[src/rtl/coffee_vending_core.sv]
// coffee_vending_core: credit tracking, product selection and timed ingredient dispense for N_PROD products.
// Optional AUTO_CHANGE_EN: refund the residual credit automatically when a dispense completes.
module coffee_vending_core #(
  parameter int CREDIT_W = 5,
  parameter int N_PROD = 3,
  parameter int COIN_VALUE = 1,
  parameter logic [N_PROD*CREDIT_W-1:0] PRICES = {5'd15, 5'd12, 5'd10},
  parameter logic [N_PROD*4-1:0] RECIPES = {4'hF, 4'h7, 4'h3},
  parameter int DISP_CYCLES = 4
) (
  input  logic                Clock,
  input  logic                Reset,
  input  logic                Input_Money,
  input  logic                Req_Change,
  input  logic [N_PROD-1:0]   Click,
  output logic [CREDIT_W-1:0] Money,
  output logic [CREDIT_W-1:0] Change,
  output logic                Change_Valid,
  output logic                Water,
  output logic                Coffee,
  output logic                Cream,
  output logic                Sugar,
  output logic                Busy,
  output logic                Insufficient
);
  localparam int MAX_CREDIT = 2**CREDIT_W - 1;
  localparam int CW = DISP_CYCLES > 1 ? $clog2(DISP_CYCLES) : 1;
  typedef enum logic [2:0] {IDLE, WATER, COFFEE, CREAM, SUGAR, DONE} state_t;
  state_t state, state_n;
  logic [CW-1:0] cnt, cnt_n;
  logic [3:0] rec, rec_n, rec_sel;
  logic [CREDIT_W-1:0] price, paid, base, money_n, change_n;
  logic hit, buy, refund, short_n;
  int sum;
  // Ingredient state for mask bit j is WATER+j; returns the first enabled one at or after bit s.
  function automatic state_t first_from(input logic [3:0] r, input int s);
    first_from = DONE;
    for (int j = 3; j >= 0; j--)
      if (j >= s && r[j]) first_from = state_t'(3'(j + 1));
  endfunction
  always_comb begin
    price = '0;
    rec_sel = '0;
    for (int i = N_PROD - 1; i >= 0; i--)
      if (Click[i]) begin
        price = PRICES[i*CREDIT_W +: CREDIT_W];
        rec_sel = RECIPES[i*4 +: 4];
      end
  end
  always_comb begin
    hit = |Click;
    state_n = state;
    cnt_n = cnt;
    rec_n = rec;
    buy = 1'b0;
    short_n = 1'b0;
    if (state == IDLE) begin
      buy = hit && Money >= price;
      short_n = hit && Money < price;
      rec_n = buy ? rec_sel : rec;
      state_n = buy ? first_from(rec_sel, 0) : IDLE;
      cnt_n = '0;
    end else if (state == DONE) begin
      state_n = IDLE;
    end else begin
      state_n = cnt == CW'(DISP_CYCLES - 1) ? first_from(rec, int'(state)) : state;
      cnt_n = cnt == CW'(DISP_CYCLES - 1) ? '0 : cnt + CW'(1);
    end
    paid = buy ? Money - price : Money;
`ifdef AUTO_CHANGE_EN
    refund = (state == IDLE && Req_Change && !hit) || state_n == DONE;
`else
    refund = state == IDLE && Req_Change && !hit;
`endif
    change_n = refund ? paid : '0;
    base = refund ? '0 : paid;
    sum = int'(base) + (Input_Money ? COIN_VALUE : 0);
    money_n = sum > MAX_CREDIT ? CREDIT_W'(MAX_CREDIT) : CREDIT_W'(sum);
  end
  always_ff @(posedge Clock or posedge Reset) begin
    if (Reset) begin
      state <= IDLE;
      cnt <= '0;
      rec <= '0;
      Money <= '0;
      Change <= '0;
      Change_Valid <= 1'b0;
      Water <= 1'b0;
      Coffee <= 1'b0;
      Cream <= 1'b0;
      Sugar <= 1'b0;
      Busy <= 1'b0;
      Insufficient <= 1'b0;
    end else begin
      state <= state_n;
      cnt <= cnt_n;
      rec <= rec_n;
      Money <= money_n;
      Change <= change_n;
      Change_Valid <= refund;
      Water <= state_n == WATER;
      Coffee <= state_n == COFFEE;
      Cream <= state_n == CREAM;
      Sugar <= state_n == SUGAR;
      Busy <= state_n != IDLE;
      Insufficient <= short_n;
    end
  end
endmodule

[config.mk]
export PLATFORM = sky130hd
export DESIGN_NAME = coffee_vending_core
export DESIGN_NICKNAME = d
export VERILOG_FILES = /design/src/rtl/coffee_vending_core.sv
export SDC_FILE = /design/constraint.sdc
export NUM_CORES = 1
export LEC_CHECK = 0
export BUFFER_PORTS_ARGS = -buffer_cell sky130_fd_sc_hd__buf_4
export CAP_MARGIN = 20
export CORE_ASPECT_RATIO = 1.4
export CORE_MARGIN = 2
export CORE_UTILIZATION = 47
export DETAILED_ROUTE_END_ITERATION = 12
export PLACE_DENSITY = 0.69
export SYNTH_ARGS = -nofsm -noshare
export SYNTH_HDL_FRONTEND = slang
export SYNTH_SLANG_ARGS = --single-unit
[constraint.sdc]
create_clock -name Clock -period 2.9 [get_ports Clock]
set_input_delay 0.87 -clock Clock [delete_from_list [all_inputs] [get_ports Clock]]
set_output_delay 0.87 -clock Clock [all_outputs]
set_load 0.1 [all_outputs]
==> out/summary.txt <==
Synth Flop Type -> dfrtp_1
Top Ports -> 24
Slew @ Worst Pin -> 0.515 ns
Placed Area -> 0.00178 mm^2
Max-slew headroom -> 0.653
Area contributors post-synth -> dfrtp_1, ha_1, nor2_1, inv_1, nand2b_1
Min Clock Period, post-route -> 2.93 ns
1st-iter DRT viols -> 13
DIE WIDTH -> 49.8 um
CTS tree -> built
Met1 wire length -> 1170 um
DR pass1 iterations -> 4
Max-slew violations -> 0
Area leader, netlist -> dfrtp_1
Crit path DAT -> 3.12 ns
Crit path launch type -> input port
Clock Pin Slew Worst Setup and Hold Paths -> 0.09 ns
#FFs+latches synth -> 25
Max Cap Violations -> 0
Root Buffer -> clkbuf_8
Port bufs -> 23
Synth unique cells -> 41
Area grow syn2layout -> 38.3%
Routed Antenna Nets -> 0
Synth Cell Area -> 0.00138 mm^2
GRT overflow -> 0
Final Instance Area -> 0.00191 mm^2
Gp weighted congestion -> 0.795
Finish-stage setup viols -> 4
Achievable Freq -> 0.342 GHz
Pin count of the biggest net entering global routing -> 26
Clk_lat worst skew -> 0.27 ns
Syn_area_per_cell -> 9.86 um^2
Mapped Cells -> 140
Req. time, crit path -> 3.09 ns
Routed wire per std cell -> 15.5 um
Status -> finished with violations
Slack of the critical path -> -0.0270 ns
Detailed Place HPWL -> 2610 um
Net Count, Synth -> 155
Non-filler cells, final -> 221
Via count -> 1206
CP max FO -> 4
Final Core Density -> 0.677
Routed WL -> 3420 um
CTS max path bufs -> 2
Die Height -> 68.1 um
All-layer global routing usage -> 0.224
Post-route clock skew -> 0.00231 ns
Top-count cell post-synth -> dfrtp_1
Layout cells sized above 1 -> 0.397
Initial Util -> 0.489
Highest metal layer with signal wires -> met4
Layout fillers -> 249
Total CTS buffers -> 3
Wire length on met3 -> 109 um
Post-CTS Setup Repair Bufs -> 0
Dpl cells -> 217
Initial antenna violation count -> 0
Failing checks -> setup timing
# diodes -> 0
Core area -> 0.00282 mm^2
Ys Warns -> 0
Asr flop ratio synth -> 1.00
Clock Sinks -> 25
Final worst-path cycle share -> 1.01
Endpoints failing hold -> 0
EDFF count, synth -> 0
Rows -> 23
Number of H-tree levels -> 1
CP Capture Type -> flip-flop
Post-DR vias/cell -> 5.46
First-pass GRT wire length -> 5600 um
Die area -> 0.00339 mm^2
Commonest cells in the netlist -> dfrtp_1, nor2_1, inv_1, nand2_1, o21ai_0
RSZ-0062 raised after global routing -> true
WL met2 -> 2050 um
Top cell type's share of synthesized area -> 0.453
DRC -> 0
Hold crit path type -> reg2reg
Number of global-route vias before repair -> 1232
Sequential share of the synthesized area -> 0.453
Crit Path Class -> in2reg
Nets@finish -> 200
[metrics by stage]
stage                     worst slack [ns]  hold WS, ns  TNS (ns)
final                              -0.0270        0.500   -0.0855
after CTS                          -0.0401        0.511    -0.104
after detailed placement            -0.421        0.490     -2.21
after global routing               -0.0976        0.535    -0.347
after floorplan                     -0.345        0.440     -1.34
after global placement              -0.370        0.465     -1.82
[cell usage in the layout, fill, tap and decap left out, types with 3 or more instances in the layout]
cell,Yosys,layout
nand2b_1,7,5
a21oi_1,5,4
clkbuf_8,0,3
ha_4,0,4
dfrtp_1,25,25
o21ai_0,8,7
nand2b_4,1,3
inv_1,14,13
buf_4,0,40
nand2_1,10,10
nor2_1,20,18
[critical path, cell delays in order]
cell and delay, ns:
buf_8 0.10, nand2b_4 0.15, nand2b_4 0.09, inv_4 0.03
ha_4 0.20, nor2b_4 0.13, o31a_4 0.29, o21bai_4 0.16
a21oi_2 0.07, nor2_1 0.10, ha_2 0.22, nand2_1 0.06
or4b_4 0.55, o31ai_2 0.08
[cell families (layout without fill, tap and decap cells)]
logic type,count (synthesis),in the layout,synth area share
mux,4,4,0.0335
compound gates,30,30,0.158
flops,25,25,0.453
buf+inv,16,60,0.0499
fa+ha+maj,8,8,0.0780
simple gates,56,56,0.221
xor+xnor,1,1,0.00635
[per-layer routing]
layer,GRT usage,vias up
met5,0,-
met4,0.108,0
met3,0.0218,9
met2,0.453,34
met1,0.225,588
li1,-,575
[sequential cells by signal, summed over array words and instances (netlist names)]
name / flops
cnt: 2
Cream: 1
Busy: 1
Change_Valid: 1
Change: 5
Sugar: 1
state: 3
rec: 3
Water: 1
Money: 5
Insufficient: 1
Coffee: 1
[final timing paths]
| path | depth (start not counted) | slack (ns) | to | start |
|---|---|---|---|---|
| max in group asynchronous | 3 | 2.00 | state[2]$_DFF_PP0_ | Reset |
| setup reg to reg | 10 | 0.42 | Money[4]$_DFF_PP0_ | Money[1]$_DFF_PP0_ |
| hold / removal | 2 | 0.50 | rec[1]$_DFFE_PP0N_ | rec[1]$_DFFE_PP0N_ |
| min in group asynchronous | 3 | 0.64 | rec[2]$_DFFE_PP0N_ | Reset |
| setup / recovery | 14 | -0.03 | Money[4]$_DFF_PP0_ | Click[1] |
| hold reg to reg | 2 | 0.50 | rec[1]$_DFFE_PP0N_ | rec[1]$_DFFE_PP0N_ |
[what timing repair did]
action	4_1_cts	5_1_grt
resized for setup	9	8
setup endpoints to repair	5	4
hold buffers	0	0
pin swaps	13	5
[area by class of cell]
class,instances,area (um^2),share of cell area
timing repair buffer,42,327,0.171
inverter,14,55.1,0.0289
tap,37,46.3,0.0243
clock buffer,3,41.3,0.0216
clock inverter,1,5.00,0.00262
multi-input combinational,99,808,0.424
sequential,25,626,0.328
Power is not shown: default switching activity piles up to over one toggle a cycle in this logic, so the estimate is an artifact.
